<file path="config.mk">
export PLATFORM = sky130hd
export DESIGN_NAME = usb_dev_handshaker
export DESIGN_NICKNAME = d
export VERILOG_FILES = /design/src/rtl/usb_pkg.sv /design/src/rtl/usb_crc16_chk.sv /design/src/rtl/usb_dev_handshaker.sv
export SDC_FILE = /design/constraint.sdc
export NUM_CORES = 1
export LEC_CHECK = 0
export ABC_AREA = 1
export CORE_MARGIN = 3
export CORE_UTILIZATION = 40
export CTS_CLUSTER_DIAMETER = 60
export DETAILED_ROUTE_END_ITERATION = 10
export GPL_ROUTABILITY_DRIVEN = 0
export SYNTH_ARGS = -nofsm -noshare
export SYNTH_HDL_FRONTEND = slang
export SYNTH_SLANG_ARGS = --single-unit
</file>
<file path="constraint.sdc">
create_clock -name clk -period 2.1 [get_ports clk]
set_clock_uncertainty 0.05 [all_clocks]
set_input_delay 0.21 -clock clk [delete_from_list [all_inputs] [get_ports clk]]
set_output_delay 0.21 -clock clk [all_outputs]
set_load 0.01 [all_outputs]
</file>
<file path="src/rtl/usb_pkg.sv">
// Shared constants and state types for the USB device-end handshake responder.
package usb_pkg;

  localparam logic [3:0] PID_OUT   = 4'b0001;
  localparam logic [3:0] PID_IN    = 4'b1001;
  localparam logic [3:0] PID_SETUP = 4'b1101;
  localparam logic [3:0] PID_DATA0 = 4'b0011;
  localparam logic [3:0] PID_DATA1 = 4'b1011;
  localparam logic [3:0] PID_ACK   = 4'b0010;
  localparam logic [3:0] PID_NAK   = 4'b1010;

  localparam logic [15:0] CRC16_POLY  = 16'h8005;
  localparam logic [15:0] CRC16_INIT  = 16'hFFFF;
  localparam logic [15:0] CRC16_RESID = 16'h800D;

  // SYNC 00000001 sent LSB first
  localparam logic [7:0] SYNC_BYTE = 8'h80;

  // encoding is {dp, dm}
  typedef enum logic [1:0] {LS_SE0 = 2'b00, LS_K = 2'b01, LS_J = 2'b10} line_t;

  typedef enum logic [2:0] {RX_IDLE, RX_SYNC, RX_PID, RX_BODY, RX_DISCARD} rx_state_t;
  typedef enum logic [2:0] {TX_IDLE, TURN, TX_SYNC, TX_PID, TX_EOP} tx_state_t;

  function automatic logic pid_ok(input logic [7:0] b);
    return b[7:4] == ~b[3:0];
  endfunction

endpackage

</file>
<file path="src/rtl/usb_crc16_chk.sv">
// Serial CRC16 (non-reflected form, bits in wire order); match flags the good residual.
module usb_crc16_chk
  import usb_pkg::*;
(
  input  logic clk,
  input  logic rst_b,
  input  logic clr,
  input  logic en,
  input  logic din,
  output logic match
);

  logic [15:0] crc;
  logic        fb;

  assign fb = din ^ crc[15];

  always_ff @(posedge clk or negedge rst_b) begin
    if (!rst_b)   crc <= CRC16_INIT;
    else if (clr) crc <= CRC16_INIT;
    else if (en)  crc <= {crc[14:0], 1'b0} ^ (fb ? CRC16_POLY : 16'h0000);
  end

  assign match = (crc == CRC16_RESID);

endmodule

</file>
<file path="src/rtl/usb_dev_handshaker.sv">
// USB device-end receiver with ACK/NAK handshake reply.
// Define USB_DEV_NAK_EN to answer NAK when busy is high at EOP; otherwise always ACK.
module usb_dev_handshaker
  import usb_pkg::*;
#(
  parameter int TURNAROUND = 4
) (
  input  logic       clk,
  input  logic       rst_b,
  input  logic       dp_r,
  input  logic       dm_r,
  input  logic       busy,
  output logic       dp_w,
  output logic       dm_w,
  output logic       de,
  output logic [3:0] rx_pid,
  output logic       rx_valid,
  output logic       rx_err,
  output logic       hs_sent
);

  line_t     sym, prev_sym;
  rx_state_t rx_state;
  tx_state_t tx_state;
  logic       bit_d, tx_active, is_data, data_ok, start_tx, take_bit;
  logic       crc_clr, crc_en, crc_match, se0_seen, stuff_err;
  logic [2:0] sync_cnt, pid_cnt, ones, bit_cnt;
  logic [1:0] byte_cnt;
  logic [7:0] pid_sr;
  logic [3:0] hs_pid, turn_cnt;
  logic [4:0] tx_cnt;
  logic [15:0] tx_sr;

  always_comb begin
    sym = LS_SE0;
    if (dp_r)      sym = LS_J;
    else if (dm_r) sym = LS_K;
  end

  assign bit_d     = (sym == prev_sym);
  assign tx_active = (tx_state != TX_IDLE);
  assign is_data   = (pid_sr[3:0] == PID_DATA0) || (pid_sr[3:0] == PID_DATA1);
  // byte_cnt saturates at 2, so 2 means at least 16 body bits
  assign data_ok   = (bit_cnt == 3'd0) && (byte_cnt == 2'd2) && crc_match && !stuff_err;
  assign start_tx  = !tx_active && (rx_state == RX_BODY) && se0_seen && (sym == LS_J)
                     && is_data && data_ok;
  assign take_bit  = !tx_active && ((rx_state == RX_PID) || (rx_state == RX_BODY))
                     && !se0_seen && (sym != LS_SE0) && (ones != 3'd6);
  assign crc_en    = take_bit && (rx_state == RX_BODY);
  assign crc_clr   = (rx_state == RX_SYNC);

`ifdef USB_DEV_NAK_EN
  assign hs_pid = busy ? PID_NAK : PID_ACK;
`else
  logic unused_busy;
  assign unused_busy = busy;
  assign hs_pid      = PID_ACK;
`endif

  usb_crc16_chk u_crc (
    .clk   (clk),
    .rst_b (rst_b),
    .clr   (crc_clr),
    .en    (crc_en),
    .din   (bit_d),
    .match (crc_match)
  );

  always_ff @(posedge clk or negedge rst_b) begin
    if (!rst_b) begin
      rx_state  <= RX_IDLE;
      prev_sym  <= LS_J;
      sync_cnt  <= '0;
      pid_cnt   <= '0;
      pid_sr    <= '0;
      ones      <= '0;
      bit_cnt   <= '0;
      byte_cnt  <= '0;
      se0_seen  <= 1'b0;
      stuff_err <= 1'b0;
      rx_pid    <= '0;
      rx_valid  <= 1'b0;
      rx_err    <= 1'b0;
    end else begin
      rx_valid <= 1'b0;
      rx_err   <= 1'b0;
      if (tx_active) begin
        // our own drive and the turnaround gap are not host traffic
        rx_state <= RX_IDLE;
        prev_sym <= LS_J;
        se0_seen <= 1'b0;
      end else begin
        if (sym != LS_SE0) prev_sym <= sym;
        case (rx_state)
          RX_IDLE:
            if (sym == LS_K) begin
              rx_state <= RX_SYNC;
              sync_cnt <= 3'd1;
            end
          RX_SYNC:
            if (sym == LS_SE0) begin
              rx_state <= RX_DISCARD;
              se0_seen <= 1'b1;
            end else if (!bit_d && sync_cnt != 3'd7) begin
              sync_cnt <= sync_cnt + 3'd1;
            end else if (bit_d && sync_cnt == 3'd7) begin
              rx_state  <= RX_PID;
              pid_cnt   <= '0;
              ones      <= '0;
              stuff_err <= 1'b0;
            end else begin
              rx_state <= RX_DISCARD;
            end
          RX_PID, RX_BODY:
            if (se0_seen) begin
              if (sym == LS_J) begin
                rx_state <= RX_IDLE;
                se0_seen <= 1'b0;
                if (!is_data || data_ok) begin
                  rx_valid <= 1'b1;
                  rx_pid   <= pid_sr[3:0];
                end else begin
                  rx_err <= 1'b1;
                end
              end else if (sym == LS_K) begin
                rx_state <= RX_DISCARD;
                se0_seen <= 1'b0;
              end
            end else if (sym == LS_SE0) begin
              se0_seen <= 1'b1;
              if (rx_state == RX_PID || bit_cnt != 3'd0) rx_state <= RX_DISCARD;
            end else if (ones == 3'd6) begin
              // stuff slot: bit is dropped, a 1 here is flagged
              ones <= '0;
              if (bit_d) stuff_err <= 1'b1;
            end else begin
              ones <= bit_d ? ones + 3'd1 : 3'd0;
              if (rx_state == RX_PID) begin
                pid_sr  <= {bit_d, pid_sr[7:1]};
                pid_cnt <= pid_cnt + 3'd1;
                if (pid_cnt == 3'd7) begin
                  bit_cnt  <= '0;
                  byte_cnt <= '0;
                  rx_state <= pid_ok({bit_d, pid_sr[7:1]}) ? RX_BODY : RX_DISCARD;
                end
              end else begin
                bit_cnt <= bit_cnt + 3'd1;
                if (bit_cnt == 3'd7 && byte_cnt != 2'd2) byte_cnt <= byte_cnt + 2'd1;
              end
            end
          RX_DISCARD:
            if (sym == LS_SE0) begin
              se0_seen <= 1'b1;
            end else if (se0_seen && sym == LS_J) begin
              rx_err   <= 1'b1;
              rx_state <= RX_IDLE;
              se0_seen <= 1'b0;
            end
          default: rx_state <= RX_IDLE;
        endcase
      end
    end
  end

  always_ff @(posedge clk or negedge rst_b) begin
    if (!rst_b) begin
      tx_state <= TX_IDLE;
      turn_cnt <= '0;
      tx_cnt   <= '0;
      tx_sr    <= '0;
      de       <= 1'b0;
      dp_w     <= 1'b1;
      dm_w     <= 1'b0;
      hs_sent  <= 1'b0;
    end else begin
      hs_sent <= 1'b0;
      case (tx_state)
        TX_IDLE:
          if (start_tx) begin
            tx_state <= TURN;
            turn_cnt <= 4'(TURNAROUND - 1);
            tx_sr    <= {~hs_pid, hs_pid, SYNC_BYTE};
          end
        TURN:
          if (turn_cnt == 4'd0) begin
            tx_state <= TX_SYNC;
            tx_cnt   <= '0;
            de       <= 1'b1;
            if (!tx_sr[0]) begin dp_w <= dm_w; dm_w <= dp_w; end
            tx_sr <= tx_sr >> 1;
          end else begin
            turn_cnt <= turn_cnt - 4'd1;
          end
        TX_SYNC, TX_PID:
          if (tx_cnt == 5'd15) begin
            tx_state <= TX_EOP;
            tx_cnt   <= 5'd16;
            dp_w     <= 1'b0;
            dm_w     <= 1'b0;
          end else begin
            // NRZI: a 0 toggles the line, a 1 holds it
            if (!tx_sr[0]) begin dp_w <= dm_w; dm_w <= dp_w; end
            tx_sr  <= tx_sr >> 1;
            tx_cnt <= tx_cnt + 5'd1;
            if (tx_cnt == 5'd7) tx_state <= TX_PID;
          end
        TX_EOP: begin
          tx_cnt <= tx_cnt + 5'd1;
          if (tx_cnt == 5'd17) begin
            dp_w    <= 1'b1;
            dm_w    <= 1'b0;
            hs_sent <= 1'b1;
          end else if (tx_cnt == 5'd18) begin
            tx_state <= TX_IDLE;
            de       <= 1'b0;
          end
        end
        default: tx_state <= TX_IDLE;
      endcase
    end
  end

endmodule

</file>
==> results of run 1 <==
==> final timing paths <==
kind	startpoint	to	slack, ps	cells after the start
worst max register to register	tx_cnt[1]	tx_sr[0]	120	11
worst min register to register	u_crc.crc[2]	u_crc.crc[3]	430	2
max in group asynchronous	rst_b	prev_sym[1]	970	3
worst min-delay path	rst_b	tx_sr[3]	370	2
worst max-delay path	tx_cnt[1]	tx_sr[0]	120	11
min in group clk	u_crc.crc[2]	u_crc.crc[3]	430	2
==> cell usage in the layout, fill, tap and decap left out, types with 3 or more instances in the layout <==
master and n:
nand2_1 131, inv_1 70, dfrtp_1 65, nor2_1 42
nand3_1 35, o21ai_0 22, o21ai_1 21, dfstp_2 18
nand2_2 17, o21ai_2 16, ha_1 16, a21oi_1 15
clkdlybuf4s50_1 12, nand4_1 10, inv_2 9, clkbuf_16 9
a22oi_2 8, buf_4 6, nand2_4 5, nor2_4 5
nor2_2 4, nand3_2 3, bufinv_16 3, buf_12 3
==> stage by stage <==
step	hold WS (ps)	utilization, %
floorplan	-136	-
global placement	198	44.2
detailed placement	206	44.2
CTS	382	47.4
global route	410	47.4
finish	371	47.4
==> what timing repair did <==
| action | CTS | global route |
|---|---|---|
| setup endpoints to repair | 0 | 14 |
| resized for setup | 0 | 1 |
| endpoints found under the hold margin | 40 | 0 |
| hold buffers | 1 | 0 |
| buffers inserted | 0 | 0 |
==> power groups by stage <==
stage,registers (mW),clock network [mW],logic [mW]
floorplan,1.77,0,0.569
global placement,1.79,0,0.716
detailed placement,1.79,0,0.731
CTS,1.76,1.85,0.735
global route,1.77,1.90,0.849
finish,1.76,1.79,0.734
==> kinds of logic after synthesis <==
kind of cell / count (synthesis) / share of synthesized area (%)
simple gates: 259 / 27.4
xor+xnor: 1 / 0.195
fa+ha+maj: 16 / 4.45
flops: 83 / 46.6
buf+inv: 87 / 8.06
compound gates: 91 / 13.3
==> area by class of cell <==
cell class              count  area [um^2]  share of cell area [%]
well taps                 140          175                    3.38
flip-flops and latches     83         2100                    40.5
clock inverters             5          103                    1.98
clock buffers              11          233                    4.49
multi-input cells         367         2050                    39.4
inverters                  79          297                    5.72
repair buffers             22          235                    4.53
==> layer usage <==
metal  up-vias  part of all wire (%)  global-route usage [%]
met5         -                     0                       0
met4         0                   1.2                    5.61
met3         7                   2.9                    3.72
met2        43                    48                    24.4
met1      1626                    48                    19.7
li1       1777                     -                       -
==> registers in the layout, indices dropped and copies added, names as in the netlist <==
register / cells
sync_cnt: 3
rx_valid: 1
se0_seen: 1
tx_state: 3
tx_sr: 16
ones: 3
pid_sr: 8
dm_w: 1
rx_pid: 4
turn_cnt: 4
stuff_err: 1
dp_w: 1
prev_sym: 2
tx_cnt: 5
rx_err: 1
u_crc.crc: 16
bit_cnt: 3
hs_sent: 1
byte_cnt: 2
rx_state: 3
de: 1
pid_cnt: 3
==> worst register-to-register path: stages (launching register included) <==
cell and delay [ps]:
dfrtp_1 410, ha_1 210, nand2_1 110, nor2_1 50, ha_1 180, inv_1 80, nor2_1 80, nor3_2 230
nand2_4 150, buf_12 190, nand2_1 70, o21ai_2 50
==> results_dict.tcl, run 1 <==
set metrics [dict create \
    status "finished clean" \
    setup_ws_ps 121 \
    die_x_um 112 \
    ys_types 36 \
    num_antenna_cells 0 \
    fmax_mhz 505 \
    leakagePower_nw 2.50 \
    period_minus_slack_ps 1980 \
    portBuffers 13 \
    fillers 1068 \
    die_y_um 112 \
    p_per_area_nw_per_um2 826 \
    dieArea_um2 12600 \
    pre_cts_ws_ps -6.50 \
    grt.overflow.total 0 \
    drt_iter0_markers 281 \
    grt_max_degree 44 \
    wl_per_cell_um 12.4 \
    finalMaxSlewViolations 0 \
    crit_slowest_cell "dfrtp_1" \
    path_max_fanout 14 \
    ys.flop_type "dfrtp_1" \
    clk_pin_slew_worst_paths_ps 60 \
    synth_area_per_cell_um2 8.39 \
    setup_viol_count_final 0 \
    syn_nets 558 \
    synth_area_leaders "dfrtp_1 36%, nand2_1 11%, dfstp_2 11%" \
    dr.pass1.iters 4 \
    syn_area_um2 4500 \
    synthTopCellsByCount "131 x nand2_1, 70 x inv_1, 65 x dfrtp_1, 42 x nor2_1, 35 x nand3_1" \
    path_delay_family "simple AND/OR/NAND/NOR gates" \
    nets 583 \
    instances_no_fill 707 \
    drv_cap 0 \
    fin_area_um2 5190 \
    worstSetupStartpointType "flip-flop" \
    internal-power_mw 3.07 \
    hold_violations 0 \
    synth_seq_cells 83 \
    area_growth_pct 15.2 \
    switching_share_pct 28.3 \
    ant_nets 0 \
    critical_path_class "reg2reg" \
    post_dp_cell_area_um2 4840 \
    dp_hpwl_mm 6.42 \
    hp-class "in2async" \
    core_um2 10900 \
    cp_num_buf_inv 2 \
    netlist_instances 537 \
    routed_wirelength_mm 8.78 \
    antenna_found_initial 0 \
    cts_tree "yes" \
    insertion_delay_ps 340 \
    min_period_over_period_pct 94.2 \
    synth.most_common_cell "nand2_1" \
    max-slew-margin-rel_pct 61.1 \
    power_mw 4.28 \
    slowest_delay_ps 410 \
    drc 0 \
    cts_root_buf "clkbuf_16" \
    cp.required_ps 2270 \
    drive_above_1_share_pct 20.1 \
    cts_buffers 9 \
    switchingPower_mw 1.21 \
    rows 38 \
    yosysWarnings 0 \
    irDropWorstVdd_mv 0.566 \
    crit_arrival_ps 2150 \
    synth_top_cell_by_area "dfrtp_1" \
    io_pins 15 \
    clkPwrFrac_pct 41.7 \
    post-place-cells 690 \
    path_cells "ha_1 -> nand2_1 -> nor2_1 -> ha_1 -> inv_1 -> nor2_1 -> nor3_2 -> nand2_4 -> buf_12 -> nand2_1 -> o21ai_2" \
    clockBufferDepth 2 \
    async_flop_share_pct 100 \
    viasPerCell 4.88 \
    htreeDepth 3 \
    initial_core_util_pct 41.2 \
    track_usage_pct 15.1 \
    synth-edff-count 0 \
    combinationalPowerShare_pct 17.1 \
    grt_pass1_wl_mm 15.6 \
    tns_ps 0 \
    yosys.area.top_type_share_pct 36.1 \
    vias 3453 \
    grt_pass1_vias 3391 \
    yosysSeqAreaShare_pct 46.6 \
    pwr-share-seq_pct 41.1 \
    cp-end-kind "flip-flop" \
    tightestPinTransition_ps 584 \
    tritoncts_num_sinks 83 \
]
(Power assumes the default switching activity.)
==> inputs of run 2 (changes only) <==
Settings changed: SKIP_CTS_REPAIR_TIMING set to 1, TNS_END_PERCENT set to 5.
==> results of run 2 <==
No change in the layout: final DEF, timing and power equal those of run 1.
